$ cat src/rtl/mux_scan_pkg.sv
// ---------------------------------------------------------------------------
// mux_scan_pkg
// Shared definitions for the scanning channel multiplexer:
//   state_t : controller states (IDLE / MANUAL / SCAN)
//   clog2   : ceiling log2 for elaboration-time width derivation
// ---------------------------------------------------------------------------
package mux_scan_pkg;

    typedef enum logic [1:0] {
        IDLE   = 2'd0,
        MANUAL = 2'd1,
        SCAN   = 2'd2
    } state_t;

    // Smallest r such that 2**r >= value; clog2(1) = 0.
    function automatic int clog2(input int value);
        int result;
        result = 0;
        for (int k = 0; k < 31; k++) begin
            if (value > (32'sd1 <<< k)) begin
                result = k + 1;
            end else begin
                result = result;
            end
        end
        return result;
    endfunction

endpackage

$ cat src/rtl/mux_scan_n_dwell_counter.sv
// ---------------------------------------------------------------------------
// dwell_counter
// Counts 0 .. DWELL-1 while enabled and flags the last cycle of each dwell.
// Ports:
//   clk  : rising-edge clock
//   rst  : synchronous active-high reset
//   clr  : synchronous clear back to 0
//   en   : count enable
//   wrap : high during the cycle in which the count sits at DWELL-1 and
//          en is high; the counter returns to 0 on that edge
// ---------------------------------------------------------------------------
module dwell_counter
    import mux_scan_pkg::*;
#(
    parameter int DWELL = 4
) (
    input  logic clk,
    input  logic rst,
    input  logic clr,
    input  logic en,
    output logic wrap
);

    localparam int              CW       = clog2(DWELL + 1);
    localparam logic [CW-1:0]   LAST_CNT = CW'(DWELL - 1);
    localparam logic [CW-1:0]   ONE_CNT  = CW'(1);
    localparam logic [CW-1:0]   ZERO_CNT = CW'(0);

    logic [CW-1:0] cnt_r;

    // wrap is a decode of the registered count so the parent can act on it
    // in the same cycle.
    assign wrap = en && (cnt_r == LAST_CNT);

    // Dwell count register: clear and wrap both return to zero.
    always_ff @(posedge clk) begin
        if (rst) begin
            cnt_r <= ZERO_CNT;
        end else if (clr || wrap) begin
            cnt_r <= ZERO_CNT;
        end else if (en) begin
            cnt_r <= cnt_r + ONE_CNT;
        end else begin
            cnt_r <= cnt_r;
        end
    end

endmodule

$ cat src/rtl/mux_scan_n.sv
// ---------------------------------------------------------------------------
// mux_scan_n
// N-channel multiplexer with manual select and automatic round-robin scan.
// Ports:
//   clk     : rising-edge clock
//   rst     : synchronous active-high reset
//   i       : packed channel data, channel k at [k*W +: W]
//   s       : manual channel select (values >= N_CH are ignored)
//   mode    : 0 = manual, 1 = auto-scan
//   o       : registered data of the channel in ch
//   ch      : registered index of the channel driving o
//   o_valid : one-cycle pulse when ch changes, and on the first sample
//             after reset
// ---------------------------------------------------------------------------
module mux_scan_n
    import mux_scan_pkg::*;
#(
    parameter  int N_CH  = 4,
    parameter  int W     = 1,
    parameter  int DWELL = 4,
    localparam int SW    = (clog2(N_CH) > 1) ? clog2(N_CH) : 1
) (
    input  logic              clk,
    input  logic              rst,
    input  logic [N_CH*W-1:0] i,
    input  logic [SW-1:0]     s,
    input  logic              mode,
    output logic [W-1:0]      o,
    output logic [SW-1:0]     ch,
    output logic              o_valid
);

    // Width of a bit index into i.
    localparam int            IW      = clog2(N_CH * W);
    localparam logic [SW:0]   N_CH_L  = (SW + 1)'(N_CH);
    localparam logic [SW-1:0] LAST_CH = SW'(N_CH - 1);
    localparam logic [SW-1:0] ONE_CH  = SW'(1);
    localparam logic [SW-1:0] ZERO_CH = SW'(0);
    localparam logic [IW-1:0] W_L     = IW'(W);

    state_t          state_r;
    state_t          state_nxt_s;
    logic [SW-1:0]   ch_r;
    logic [SW-1:0]   ch_nxt_s;
    logic [W-1:0]    o_r;
    logic [W-1:0]    o_nxt_s;
    logic            o_valid_r;
    logic            o_valid_nxt_s;
    logic [IW-1:0]   lsb_s;
    logic            s_ok_s;
    logic            cnt_en_s;
    logic            cnt_clr_s;
    logic            wrap_s;

    assign o       = o_r;
    assign ch      = ch_r;
    assign o_valid = o_valid_r;

    // Manual selects beyond the last channel (non-power-of-2 N_CH) are ignored.
    assign s_ok_s = ({1'b0, s} < N_CH_L);

    // Dwell only advances while scanning continues; any other cycle leaves
    // it at zero so a new scan starts with a full dwell.
    assign cnt_en_s  = (state_r == SCAN) && mode;
    assign cnt_clr_s = !cnt_en_s;

    dwell_counter #(
        .DWELL (DWELL)
    ) u_dwell (
        .clk  (clk),
        .rst  (rst),
        .clr  (cnt_clr_s),
        .en   (cnt_en_s),
        .wrap (wrap_s)
    );

    // State register.
    always_ff @(posedge clk) begin
        if (rst) begin
            state_r <= IDLE;
        end else begin
            state_r <= state_nxt_s;
        end
    end

    // Next state: mode is obeyed on every edge, with no intermediate state.
    always_comb begin
        state_nxt_s = state_r;
        case (state_r)
            IDLE, MANUAL, SCAN: begin
                if (mode) begin
                    state_nxt_s = SCAN;
                end else begin
                    state_nxt_s = MANUAL;
                end
            end
            default: begin
                state_nxt_s = IDLE;
            end
        endcase
    end

    // Output decode: pick the next channel, then read o from that same
    // channel so o and ch always stay coherent.
    always_comb begin
        ch_nxt_s      = ch_r;
        o_valid_nxt_s = 1'b0;
        case (state_r)
            IDLE: begin
                ch_nxt_s = ZERO_CH;
            end
            MANUAL, SCAN: begin
                if (!mode) begin
                    if (s_ok_s) begin
                        ch_nxt_s = s;
                    end else begin
                        ch_nxt_s = ch_r;
                    end
                end else if (wrap_s) begin
                    if (ch_r == LAST_CH) begin
                        ch_nxt_s = ZERO_CH;
                    end else begin
                        ch_nxt_s = ch_r + ONE_CH;
                    end
                end else begin
                    ch_nxt_s = ch_r;
                end
            end
            default: begin
                ch_nxt_s = ZERO_CH;
            end
        endcase

        if (state_r == IDLE) begin
            o_valid_nxt_s = 1'b1;
        end else begin
            o_valid_nxt_s = (ch_nxt_s != ch_r);
        end

        lsb_s   = IW'(ch_nxt_s) * W_L;
        o_nxt_s = {W{1'b0}};
        o_nxt_s = i[lsb_s +: W];
    end

    // Output registers.
    always_ff @(posedge clk) begin
        if (rst) begin
            ch_r      <= ZERO_CH;
            o_r       <= {W{1'b0}};
            o_valid_r <= 1'b0;
        end else begin
            ch_r      <= ch_nxt_s;
            o_r       <= o_nxt_s;
            o_valid_r <= o_valid_nxt_s;
        end
    end

endmodule

$ cat config.mk
export PLATFORM = sky130hd
export DESIGN_NAME = mux_scan_n
export DESIGN_NICKNAME = d
export VERILOG_FILES = /design/src/rtl/mux_scan_pkg.sv /design/src/rtl/mux_scan_n_dwell_counter.sv /design/src/rtl/mux_scan_n.sv
export SDC_FILE = /design/constraint.sdc
export NUM_CORES = 1
export LEC_CHECK = 0
export CAP_MARGIN = 20
export CORE_MARGIN = 3
export CORE_UTILIZATION = 30
export CTS_BUF_LIST = sky130_fd_sc_hd__clkbuf_16
export DETAILED_ROUTE_END_ITERATION = 10
export GPL_TIMING_DRIVEN = 1
export SKIP_LAST_GASP = 1
export SYNTH_ARGS = -nofsm -noshare
export SYNTH_HDL_FRONTEND = slang
export SYNTH_SLANG_ARGS = --single-unit
$ cat constraint.sdc
create_clock -name clk -period 1.91 [get_ports clk]
set_clock_uncertainty 0.05 [all_clocks]
set_input_delay 0.2865 -clock clk [delete_from_list [all_inputs] [get_ports clk]]
set_output_delay 0.2865 -clock clk [all_outputs]
set_load 0.1 [all_outputs]
=== Word level (Yosys, flattened, before mapping) ===
Cells that the tools add are included.

* Flip-flop bits (word level): 9

* Add/sub/neg operators: 2
* Eq/ne operators: 5
* Shift operators: 1
* Muxes and demuxes: 6
* Bitwise logic cells: 1
* Reductions and logical operators: 9

{| class="wikitable"
|+ Operator list
! cell !! count
|-
| $mux W2 || 5
|-
| $reduce_or A2 Y1 || 3
|-
| $eq A2 B2 Y1 const B || 2
|-
| $shiftx A4 B3 Y1 || 1
|-
| $add A3 B1 Y3 const B || 1
|-
| $eq A3 B2 Y1 const B || 1
|-
| $reduce_or A3 Y1 || 1
|-
| $add A2 B1 Y2 const B || 1
|-
| $eq A2 B1 Y1 const B || 1
|-
| $logic_and A1 B1 Y1 || 2
|-
| $logic_not A2 Y1 || 1
|-
| $ne A2 B2 Y1 || 1
|-
| $logic_not A1 Y1 || 1
|-
| $logic_or A1 B1 Y1 || 1
|-
| $mux W1 || 1
|-
| $not A1 Y1 || 1
|}

=== Depth between registers and ports, before layout ===
* Depth after elaboration: 8
* Depth in mapped cells: 7

=== Hierarchy ===
A second synthesis with hierarchy kept.

* Cells, all modules: 66
* Area total of the unflattened synthesis: 585.6 µm²

{| class="wikitable"
|+ Modules (own cells, without submodules)
! module !! instances !! cells an instance !! area an instance (µm²) !! sequential area each (µm²)
|-
| mux_scan_n || 1 || 49 || 421.7 || 120.1
|-
| dwell_counter || 1 || 17 || 163.9 || 60.1
|}

=== Worst setup path after synthesis ===
No wires, ideal clock.

* Path kind: reg2reg
* Start: reg ch_r[0], in the netlist ch[0]
* End: reg o_r, in the netlist o
* Library setup time: 112 ps
* Data arrival time: 2209 ps
* Path slack: -461 ps
* Stages on the path, launching flop included: 6
* Path buffers: 0
* Cell sequence: dfxtp_1 ha_1 o2111ai_1 o2111ai_2 mux4_2 nor2b_4

* Word-level cells in the longest chain between the ends: 6
* Elaborated cells between the ends (all ways): 7

{| class="wikitable"
|+ Ends and longest elaborated chain
! what !! line !! RTL
|-
| start, declared || mux_scan_n.sv:43 || <nowiki>logic [SW-1:0] ch_r;</nowiki>
|-
| start signal, assigned || mux_scan_n.sv:152 || <nowiki>ch_r <= ch_nxt_s;</nowiki>
|-
| $add A2 B1 Y2 or $eq A2 B2 Y1 (tied branches) || mux_scan_n.sv:123, mux_scan_n.sv:120 ||
|-
| $mux W2 || mux_scan_n.sv:120 || <nowiki>if (ch_r == LAST_CH) begin</nowiki>
|-
| $mux W2 * || mux_scan_n.sv:119 || <nowiki>end else if (wrap_s) begin</nowiki>
|-
| $mux W2 * || mux_scan_n.sv:113 || <nowiki>if (!mode) begin</nowiki>
|-
| $mux W2 * || mux_scan_n.sv:108 || <nowiki>case (state_r)</nowiki>
|-
| $shiftx A4 B3 Y1 * || mux_scan_n.sv:142 || <nowiki>o_nxt_s = i[lsb_s +: W];</nowiki>
|-
| end signal, assigned || mux_scan_n.sv:149 || <nowiki>o_r <= {W{1'b0}};</nowiki>
|-
| end signal, assigned || mux_scan_n.sv:153 || <nowiki>o_r <= o_nxt_s;</nowiki>
|-
| end, declared || mux_scan_n.sv:45 || <nowiki>logic [W-1:0] o_r;</nowiki>
|}

Every way passes the cells marked *; elsewhere a longest branch is shown, timed or not.
A chain may end at the register's enable or synchronous reset.

=== Worst setup path after layout ===
* Start: reg u_dwell.cnt_r[0]
* End: reg o_r, in the netlist o

* Word-level cells in the longest chain between the ends: 6

{| class="wikitable"
|+ Ends and longest elaborated chain
! what !! line !! RTL
|-
| start, declared || mux_scan_n_dwell_counter.sv:29 || <nowiki>logic [CW-1:0] cnt_r;</nowiki>
|-
| start signal, assigned || mux_scan_n_dwell_counter.sv:42 || <nowiki>cnt_r <= cnt_r + ONE_CNT;</nowiki>
|-
| start signal, assigned || mux_scan_n_dwell_counter.sv:44 || <nowiki>cnt_r <= cnt_r;</nowiki>
|-
| $eq A3 B2 Y1 || mux_scan_n_dwell_counter.sv:33 || <nowiki>assign wrap = en && (cnt_r == LAST_CNT);</nowiki>
|-
| $logic_and A1 B1 Y1 || mux_scan_n_dwell_counter.sv:33 ||
|-
| $mux W2 || mux_scan_n.sv:119 ||
|-
| $mux W2 || mux_scan_n.sv:113 ||
|-
| $mux W2 || mux_scan_n.sv:108 ||
|-
| $shiftx A4 B3 Y1 || mux_scan_n.sv:142 ||
|}

Every way passes these cells.

==> flow_summary.json <==
{
  "outcome": "finished, final reports clean",
  "dp_hpwl_um": 735,
  "ctsResizeCount": 0,
  "grtUsageTotal_pct": 10.3,
  "leakage_nw": 0.321,
  "viasPerCell": 4.69,
  "path_clk_slew_ns": 0.04,
  "grt_pass1_wl_um": 1460,
  "path_class": "register to register",
  "grt_max_degree": 8,
  "setup_violations": 0,
  "numCtsBuffers": 3,
  "start_kind": "register",
  "relSlewSlack_pct": 77.6,
  "fill_cells": 132,
  "io_pins": 13,
  "crit_chain": "ha_1 -> ha_1 -> nand2_1 -> nand3b_1 -> o2111ai_2 -> mux4_2 -> nor2b_4",
  "antenna_left": 0,
  "synth_fp_nets": 62,
  "slew_violations": 0,
  "critPathCaptureType": "register",
  "grtUsageMet1_pct": 11.4,
  "final_nets": 84,
  "clock_latency_ns": 0.23,
  "num_antenna_cells": 0,
  "r2r_setup_slack_ns": 0.09,
  "maxCapViolations": 0,
  "h-tree-depth": 1,
  "worstHoldStart": "u_dwell.cnt_r[0]$_SDFFE_PP0N_",
  "first_iter_violations": 0,
  "dp.cells": 79,
  "power.density_cell_area_nw_per_um2": 952,
  "cp_slowest_stage_delay_ns": 0.52,
  "tightest_slew_ns": 0.335,
  "syn_inst": 47,
  "critPathRequiredTime_ns": 1.97,
  "rows": 13,
  "ys_seq_area_share_pct": 38.3,
  "die_h_um": 45.6,
  "ys.warnings.count": 0,
  "post_cts_buffers": 0,
  "postSynthAreaPerCell_um2": 10.0,
  "grt_pass1_vias": 358,
  "cts.sink_count": 9,
  "gp_congestion": 0.755,
  "slowest_stage": "mux4_2",
  "root_buffer": "clkbuf_16",
  "drive_gt1_share_pct": 26.5,
  "crit_start": "u_dwell.cnt_r[0]$_SDFFE_PP0N_",
  "routedWlPerCell_um": 11.2,
  "area_delta_synth_final_pct": 52.9,
  "fin_crit_sh_pct": 95.3,
  "finalHoldViolCount": 0,
  "clock_path_buffers": 2,
  "stdcell_count": 83,
  "period_minus_slack_ns": 1.82,
  "dr.pass1.iters": 1,
  "ir_drop_uv": 469,
  "critical_path_arrival_ns": 1.88,
  "holdWs_ns": 0.369,
  "die_width_um": 45.6,
  "cts_tree": "built",
  "rsz0062_at_grt": "false",
  "grt_antenna_before_repair": 0,
  "final.setup.tns_ns": 0,
  "wirelength_um": 926,
  "ys_ff_latch": 9,
  "gr-usage-met3_pct": 5.14,
  "vias": 389,
  "crit_fanout": 3,
  "core_area_um2": 1380,
  "fmax_ghz": 0.549,
  "r2r-start": "u_dwell.cnt_r[0]$_SDFFE_PP0N_",
  "final_util_pct": 52.0,
  "start_util_pct": 34.0,
  "cp_common_cell": "ha_1",
  "globalRouteOverflowTotal": 0,
  "die_area_um2": 2080,
  "met2_usage_pct": 15.9,
  "power_mw": 0.685,
  "grt.busiest_layer": "met2",
  "drc_errors": 0,
  "hold_buffers": 0,
  "syn-cell-area_um2": 470,
  "worstHoldPathType": "register to register",
  "port_buffers": 12,
  "synth_cell_types": 21
}
## path summary, 6_finish.rpt
path	depth (start not counted)	end
worst min register to register	1	u_dwell.cnt_r[0]$_SDFFE_PP0N_
worst min-delay path	1	u_dwell.cnt_r[0]$_SDFFE_PP0N_
worst max-delay path	7	o$_SDFF_PP0_
worst max register to register	7	o$_SDFF_PP0_
## cells by family after synthesis
group	synth area share, %
AO/OA/AOI/OAI	12.0
XOR/XNOR	1.86
adder cells (fa/ha/maj)	16.0
buffers and inverters	7.18
flip-flops	38.3
multiplexers	6.91
AND/OR/NAND/NOR	17.8
## cells in the final DEF, fill, tap and decap left out, drive strengths merged, types with 2 or more instances in the layout
cell / count
a31oi: 2
buf: 10
clkbuf: 3
clkdlybuf4s50: 8
dfxtp: 9
ha: 6
inv: 7
nand2: 2
nand3: 2
nand3b: 2
nor2: 5
nor2b: 2
o2111ai: 2
## critical path: cells and delay by family, from the launching register on
| family | cells | cell delay, ns |
|---|---|---|
| adders and majority gates | 2 | 0.40 |
| DFF | 1 | 0.30 |
| AOI/OAI and AO/OA | 1 | 0.11 |
| muxes | 1 | 0.52 |
| and+or+nand+nor | 3 | 0.31 |
## metal layers
layer  vias up  part of all wire, %
met1       172                   44
met2        12                   46
met5         -                    0
li1        205                    -
met4         0                    0
met3         0                  9.4
## final cells by class
type | count | area, um2 | share of cell area, %
multi-input combinational | 31 | 256 | 35.7
timing repair buffer | 18 | 155 | 21.6
tap | 15 | 18.8 | 2.61
sequential | 9 | 188 | 26.1
clock inverter | 1 | 3.75 | 0.522
clock buffer | 3 | 75.1 | 10.4
inverter | 6 | 22.5 | 3.13
## sequential cells by signal, indices dropped and copies added (netlist names)
name           count
ch                 2
o                  1
o_valid            1
u_dwell.cnt_r      3
state_r            2
## through the flow
stage	setup slack (ns)	instance area, um2
floorplan	0.103	478
global placement	-0.0138	641
detailed placement	-0.0260	641
CTS	0.0819	719
global route	0.0123	719
finish	0.0896	719
## cell usage after synthesis (all sizes together)
library cell / n / area share (%)
inv: 6 / 4.8
nand2: 2 / 1.6
mux2i: 1 / 2.1
a41o: 1 / 2.1
mux4: 1 / 4.8
nor2b: 2 / 4.3
nor2: 5 / 4.0
nor3: 1 / 1.1
ha: 6 / 16
a21oi: 1 / 1.1
a31oi: 2 / 2.7
dfxtp: 9 / 38
o21ai: 1 / 1.1
buf: 1 / 2.4
nor3b: 1 / 1.6
nand3b: 2 / 3.2
o2111ai: 2 / 5.1
xor2: 1 / 1.9
nand3: 2 / 2.1
## where the power goes
group | internal (mW) | switching, mW | leakage (nW)
Sequential | 0.197 | 0.00529 | 0.0754
Combinational | 0.0514 | 0.0731 | 0.203
Clock | 0.273 | 0.0854 | 0.0423
No activity file was read; power rests on OpenSTA's default activity.
